`src/rtl/pc_sequencer.sv`:
```
// pc_sequencer: registered program-counter unit.
// Folds sequential increment, relative branch and absolute jump into one
// register stage, and adds stall, a bounded call/return stack and fault
// reporting. The return stack is built only when the RETURN_STACK_EN macro
// is defined. Without it, CALL acts as JUMP, RET acts as HOLD and pulses
// fault, and depth/overflow/underflow read as zero.
//
// Op codes: 0 SEQ, 1 BRANCH, 2 JUMP, 3 CALL, 4 RET, 5 HOLD, 6/7 illegal.
// There is no handshake. The control unit presents op/target/offset every
// cycle, and they are consumed on the next rising edge unless stall=1.
module pc_sequencer #(
  parameter int unsigned    W            = 16,
  parameter int unsigned    STEP         = 2,
  parameter logic [W-1:0]   RESET_VECTOR = '0,
  parameter int unsigned    DEPTH        = 4
) (
  input  logic                   clock,
  input  logic                   reset,
  input  logic                   stall,
  input  logic [2:0]             op,
  input  logic [W-1:0]           target,
  input  logic [W-1:0]           offset,
  output logic [W-1:0]           pc,
  output logic [W-1:0]           pc_link,
  output logic [$clog2(DEPTH):0] depth,
  output logic                   overflow,
  output logic                   underflow,
  output logic                   fault
);

  localparam int unsigned  DW     = $clog2(DEPTH) + 1;
  localparam logic [W-1:0] STEP_W = W'(STEP);

  localparam logic [2:0] OP_SEQ    = 3'd0;
  localparam logic [2:0] OP_BRANCH = 3'd1;
  localparam logic [2:0] OP_JUMP   = 3'd2;
  localparam logic [2:0] OP_CALL   = 3'd3;
  localparam logic [2:0] OP_RET    = 3'd4;
  localparam logic [2:0] OP_HOLD   = 3'd5;

  logic [W-1:0] pc_q, pc_d;
  logic         fault_q, fault_d;

`ifdef RETURN_STACK_EN
  localparam int unsigned AW = $clog2(DEPTH);

  // Circular buffer. ptr_q is the next write slot, and ptr_q-1 is the top.
  // When the buffer is full, ptr_q also addresses the oldest entry, so a
  // push overwrites the oldest entry without any extra bookkeeping.
  logic [W-1:0]  stack_q [DEPTH];
  logic [AW-1:0] ptr_q, ptr_d, ptr_top;
  logic [DW-1:0] depth_q, depth_d;
  logic          ovf_q, ovf_d;
  logic          unf_q, unf_d;
  logic          push;
  logic          full, empty;

  assign ptr_top = ptr_q - 1'b1;
  assign full    = (depth_q == DW'(DEPTH));
  assign empty   = (depth_q == '0);
`endif

  // Combinational link address: the return point for CALL and the next
  // address for sequential flow.
  assign pc_link = pc_q + STEP_W;

  // Next-state decode. On stall, every _d holds its _q value and fault_d
  // is 0.
  always_comb begin
    pc_d    = pc_q;
    fault_d = 1'b0;
`ifdef RETURN_STACK_EN
    push    = 1'b0;
    ptr_d   = ptr_q;
    depth_d = depth_q;
    ovf_d   = ovf_q;
    unf_d   = unf_q;
`endif
    if (!stall) begin
      case (op)
        OP_SEQ:    pc_d = pc_link;
        OP_BRANCH: pc_d = pc_q + offset;
        OP_JUMP:   pc_d = target;
        OP_CALL: begin
          pc_d = target;
`ifdef RETURN_STACK_EN
          push  = 1'b1;
          ptr_d = ptr_q + 1'b1;
          if (full) begin
            ovf_d   = 1'b1;
            fault_d = 1'b1;
          end else begin
            depth_d = depth_q + 1'b1;
          end
`endif
        end
        OP_RET: begin
`ifdef RETURN_STACK_EN
          if (empty) begin
            pc_d    = pc_link;
            unf_d   = 1'b1;
            fault_d = 1'b1;
          end else begin
            pc_d    = stack_q[ptr_top];
            ptr_d   = ptr_top;
            depth_d = depth_q - 1'b1;
          end
`else
          fault_d = 1'b1;
`endif
        end
        OP_HOLD:   pc_d = pc_q;
        default:   fault_d = 1'b1;
      endcase
    end
  end

  // PC and fault registers. Reset discards any pending update.
  always_ff @(posedge clock) begin
    if (reset) begin
      pc_q    <= RESET_VECTOR;
      fault_q <= 1'b0;
    end else begin
      pc_q    <= pc_d;
      fault_q <= fault_d;
    end
  end

`ifdef RETURN_STACK_EN
  // Stack bookkeeping: pointer, occupancy and sticky flags.
  always_ff @(posedge clock) begin
    if (reset) begin
      ptr_q   <= '0;
      depth_q <= '0;
      ovf_q   <= 1'b0;
      unf_q   <= 1'b0;
    end else begin
      ptr_q   <= ptr_d;
      depth_q <= depth_d;
      ovf_q   <= ovf_d;
      unf_q   <= unf_d;
    end
  end

  // Stack storage. It has no reset because the contents are qualified by
  // depth_q.
  always_ff @(posedge clock) begin
    if (!reset && push) begin
      stack_q[ptr_q] <= pc_link;
    end
  end

  assign depth     = depth_q;
  assign overflow  = ovf_q;
  assign underflow = unf_q;
`else
  assign depth     = '0;
  assign overflow  = 1'b0;
  assign underflow = 1'b0;
`endif

  assign pc    = pc_q;
  assign fault = fault_q;

endmodule

```
`config.mk`:
```
export PLATFORM = sky130hd
export DESIGN_NAME = pc_sequencer
export DESIGN_NICKNAME = d
export VERILOG_FILES = /design/src/rtl/pc_sequencer.sv
export SDC_FILE = /design/constraint.sdc
export NUM_CORES = 1
export LEC_CHECK = 0
export ABC_AREA = 1
export CAP_MARGIN = 20
export CORE_ASPECT_RATIO = 0.7
export CORE_MARGIN = 8
export CORE_UTILIZATION = 51
export CTS_BUF_LIST = sky130_fd_sc_hd__clkbuf_8
export CTS_CLUSTER_SIZE = 20
export DETAILED_ROUTE_END_ITERATION = 10
export HOLD_SLACK_MARGIN = 0.1
export PLACE_DENSITY = 0.89
export SYNTH_ARGS = -nofsm -noshare
export SYNTH_HDL_FRONTEND = slang
export SYNTH_SLANG_ARGS = --single-unit
```
`constraint.sdc`:
```
create_clock -name clock -period 5.35 [get_ports clock]
set_input_delay 0.8025 -clock clock [delete_from_list [all_inputs] [get_ports clock]]
set_output_delay 0.8025 -clock clock [all_outputs]
set_load 0.01 [all_outputs]
```
# Word level (Yosys, flattened, before mapping)
# Cells that the tools add are included.
classes:
  n_addsub: 2
  n_eq_ne: 4
  n_mux: 2
  bitwise: 1
  n_reduce_logical: 6
op_table:
  columns: ["cell", "n"]
  rows:
  - ["16-bit one-hot mux with 3 select lines", 1]
  - ["16-bit adder", 1]
  - ["16-bit by 2-bit adder with 16-bit output (second input constant)", 1]
  - ["3-bit by 2-bit == test with 1-bit output (second input constant)", 2]
  - ["5-bit OR reduction", 1]
  - ["2-bit OR reduction", 2]
  - ["3-bit by 1-bit == test with 1-bit output (second input constant)", 1]
  - ["3-bit == test (second input constant)", 1]
  - ["3-bit zero test", 1]
  - ["3-bit nonzero test", 1]
  - ["2-bit AND reduction", 1]
  - ["1-bit two-way mux", 1]
  - ["1-bit inverter", 1]
totals:
  regBits: 17
  input_bits: 38
  output_inout_bits: 38
  wordCells: 17

# Depth between registers and ports, before layout
logic_depth:
  word_depth: 4
  mapped_depth: 11
  ltp_nobuf: 11

# Worst setup path after synthesis
# No wires, ideal clock.
synth_path:
  kind: "input to register"
  startpoint: "input offset[0]"
  endpoint: "register pc_q[6], in the netlist pc[6]"
  setup_time_ps: 117
  arrival_ps: 2083
  required_ps: 5233
  setup_slack_ps: 3150
  path_stages: 9
  path_cell_list: "ha_1 -> fa_1 -> nand2_1 -> nand2_1 -> nand3_1 -> nand2_1 -> or2_2 -> a31oi_1 -> nor2_1"
synth_between:
  elab_chain_len: 2
synth_lines:
  columns: ["item", "line", "source"]
  rows:
  - ["from (decl)", "22", "input logic [W-1:0] offset,"]
  - ["16-bit adder", "82", "OP_BRANCH: pc_d = pc_q + offset;"]
  - ["16-bit one-hot mux with 3 select lines", "80", "case (op)"]
  - ["to (signal assigned)", "124", "pc_q <= pc_d;"]
  - ["to (decl)", "41", "logic [W-1:0] pc_q, pc_d;"]
# No other way between the ends.
# A chain may end at the register's enable or synchronous reset.

# Final worst setup path
layout_path:
  startpoint: "register pc_q[1], in the netlist pc[1]"
  endpoint: "output pc_link[13]"
layout_between:
  elab_chain_len: 1
layout_lines:
  columns: ["item", "line", "source"]
  rows:
  - ["16-bit by 2-bit adder with 16-bit output", "65", "assign pc_link = pc_q + STEP_W;"]
  - ["to (decl)", "24", "output logic [W-1:0] pc_link,"]
# No other way between the ends.

==> results.md <==
* Worst min-delay path startpoint: pc[0]
* Post-placement setup slack at between 2000 and 3000 ps
* Total of flip-flops plus latches after synthesis at 17
* Chip Width at roughly 95 um
* Aggregate negative setup slack at 0 ps
* Largest net degree at the start of global routing at 29
* Antenna Diode Count at 0
* Final number of hold-violating endpoints at 0
* Number of gates resized after cts at 0
* Min Tclk post-route at between 3000 and 4000 ps
* Dpl hpwl at 5.78 mm
* Yosys warnings at 0
* Area growth, synth to finish at 33.8%
* Library cell appearing most often on the critical path: nand2_2
* Residual DRC count at 0
* Instance count along the most critical hold path at 2
* Number of antenna violations at the first check in global routing at 0
* Antenna-violating nets left at 0
* Crit path arrival time at 2290 ps
* Portion of the post-synthesis area used by sequential elements at 0.153
* Core box area at 4250 sq um
* Highest ir drop seen on vdd at slightly above 100 uV
* Later-pin clock latency in the skew report at 260 ps
* Overall via count from detail_route at 2712
* Cell count after synthesis at 386
* Min setup slack post-route at 2260 ps
* Number of flops mapped to enable cells by yosys at 0
* Layout cell share with drive strength beyond 1 at 0.0619
* Boundary pin count at 76
* Hold Path Sink: pc[0]
* Number of filler cells placed in the layout at about 370
* Die outline height at about 71 um
* Clock Tree Root: clkbuf_8
* Worst-case register-to-register setup slack at roughly 3400 ps
* Post-placement cell area at 2920 sq um
* Initial core utilization at 0.521
* Row Count at 20
* Global-route wire length before repair at about 11 mm
* Family of cells with the greatest summed delay on the critical path: simple AND/OR/NAND/NOR gates
* Startpoint of the worst-slack reg-to-reg timing path: pc[5]
* Portion of the clock cycle consumed by the worst path in the final layout at 0.577
* Setup crit start kind: register
* Max Slew Vio Count at 0
* Crit Path Category: reg2out
* Max Root-Sink Buffers at 2
* Nets at 508
* Post-CTS Setup Repair Bufs at 0
* Global route overflow at 0
* CTS tree: yes
* Synthesized area divided by synthesized cell count at 5.75 sq um
* Quantity of I/O buffers inserted on ports at 70
* Starting DRC count in detailed routing at roughly 250
* Area of all placed cells without fillers at ~3000 sq um
* CTS H-tree lvls at 1
* All-Layer GR Usage at 0.208
* Unique masters post-synth at 34
* Number of clock sinks at 17
* Pwr dens at 158 nW/um^2
* Prevailing post-synth register cell: dfxtp_1
* Clk_skew at 7.28 ps
* Setup repair after global routing missed its margin: no
* Top library cells by usage in the layout, fill and taps aside: nand2_1 (123), clkdlybuf4s50_1 (70), inv_1 (62), nand3_1 (38), nor2_1 (25)
* Vias in the first global route at approximately 2.4k
* CP peak stage delay at around 540 ps
* Total clock buffers created by CTS at 3
* Critical-path cell with the highest stage delay: clkdlybuf4s50_1
* Total length of routed wires at 7.28 mm
* RePlAce Congestion at between 0.9 and 1
* Reg2reg end: pc[7]
* Worst reg-to-reg path cell count at 8
* Most common library cell in the layout ignoring fill and taps: nand2_1
* Critical Path, Cell by Cell: ha_1 > nand2_2 > nor2_4 > nand2_4 > nor2_2 > nand2_1 > nand2_2 > clkdlybuf4s50_1
* Share of async-settable or async-resettable flops after synthesis at 0
* Critical Path Sink Type: output port
* Final setup violating endpoints at 0
* Hold-fix buffers, CTS at 0
* Worst path bufs/invs at 1
* Mean number of vias per cell at about 5.3
* Data required time at the worst endpoint at between 4000 and 5000 ps
* Hold WC Path Type: reg2reg
* DIE AREA at 6750 sq um
* Post-synthesis instance area at about 2200 sq um
* Leakage power at roughly 1.5 nW
* Status: finished clean
* Clock-pin slew on the worst setup and hold paths at roughly 80 ps
* Drt pass-1 iters at 5
* Achievable clock frequency at 324 MHz
* Routed wirelength normalized by instance count at roughly 14 um
* Top fanout value on the critical path at 8
* Critical path depth at 8
* Max-cap violations at 0
-- synthesized netlist by cell type (all sizes together), types with 2 or more instances --
master / n / area (sq um)
or2: 5 / 31.3
and2: 6 / 37.5
dfxtp: 17 / 340
nand4: 4 / 25.0
nor2: 32 / 153
nand2: 127 / 492
o21ai: 17 / 85.1
a22oi: 5 / 37.5
nor3: 2 / 10.0
ha: 16 / 200
o211ai: 2 / 15.0
a31oi: 3 / 18.8
a21oi: 21 / 116
nand3: 38 / 190
clkbuf: 3 / 11.3
xor2: 6 / 52.6
nand3b: 2 / 15.0
buf: 10 / 77.6
inv: 64 / 240
-- kinds of logic (layout without fill, tap and decap cells) --
logic type	after synthesis	count (layout)	synth area share
AOI/OAI and AO/OA	50	50	0.134
xor gates and xnor gates	7	7	0.0310
adders and majority gates	17	17	0.0993
buffers and inverters	77	139	0.148
DFF	17	17	0.153
other	1	5	0.00169
and+or+nand+nor	217	217	0.433
-- layer usage --
| metal | part of all wire | GRT usage |
|---|---|---|
| met1 | 0.44 | 0.289 |
| met2 | 0.45 | 0.328 |
| met3 | 0.098 | 0.0201 |
| met4 | 0.016 | 0.0603 |
| met5 | 0 | 0 |
-- power by group --
| part | leakage (nW) | total (mW) | switching [mW] | internal (mW) |
|---|---|---|---|---|
| Clock | 0.0255 | 0.102 | 0.0502 | 0.0519 |
| Combinational | 1.30 | 0.216 | 0.114 | 0.101 |
| Sequential | 0.140 | 0.152 | 0.0168 | 0.135 |
-- worst max path at each step --
stage / start / endpoint
floorplan: offset[0] / pc[6]
global placement: offset[0] / pc[6]
detailed placement: pc[1] / pc_link[13]
CTS: pc[1] / pc_link[13]
global route: pc[1] / pc_link[13]
finish: pc[1] / pc_link[13]
-- worst register-to-register path: stages (launching register included) --
cell and delay [ps]:
dfxtp_1 490, ha_1 360, nand2_1 140, inv_1 60, a21oi_1 140, nand2_1 180
or2_2 320, nand3_1 70, a21oi_1 70
-- metrics by stage --
step	cells	util	hold slack [ps]	total power, mW
3_5_place_dp	503	0.687	578	0.366
3_3_place_gp	503	0.687	570	0.362
6_report	507	0.698	598	0.470
2_1_floorplan	390	-	583	0.276
5_1_grt	507	0.698	650	0.496
4_1_cts	507	0.698	596	0.466
-- sequential cells by signal, indices dropped and copies added, names as in the netlist --
| signal | flops |
|---|---|
| fault | 1 |
| pc | 16 |
-- layout make-up --
class / instances / area (sq um) / share of cell area
sequential: 17 / 340 / 0.115
tap: 55 / 68.8 / 0.0232
timing repair buffer: 71 / 708 / 0.239
inverter: 64 / 240 / 0.0809
clock inverter: 1 / 5.00 / 0.00169
clock buffer: 3 / 41.3 / 0.0139
multi-input combinational: 296 / 1560 / 0.527
Note: power is estimated with default switching activity, not from simulation.
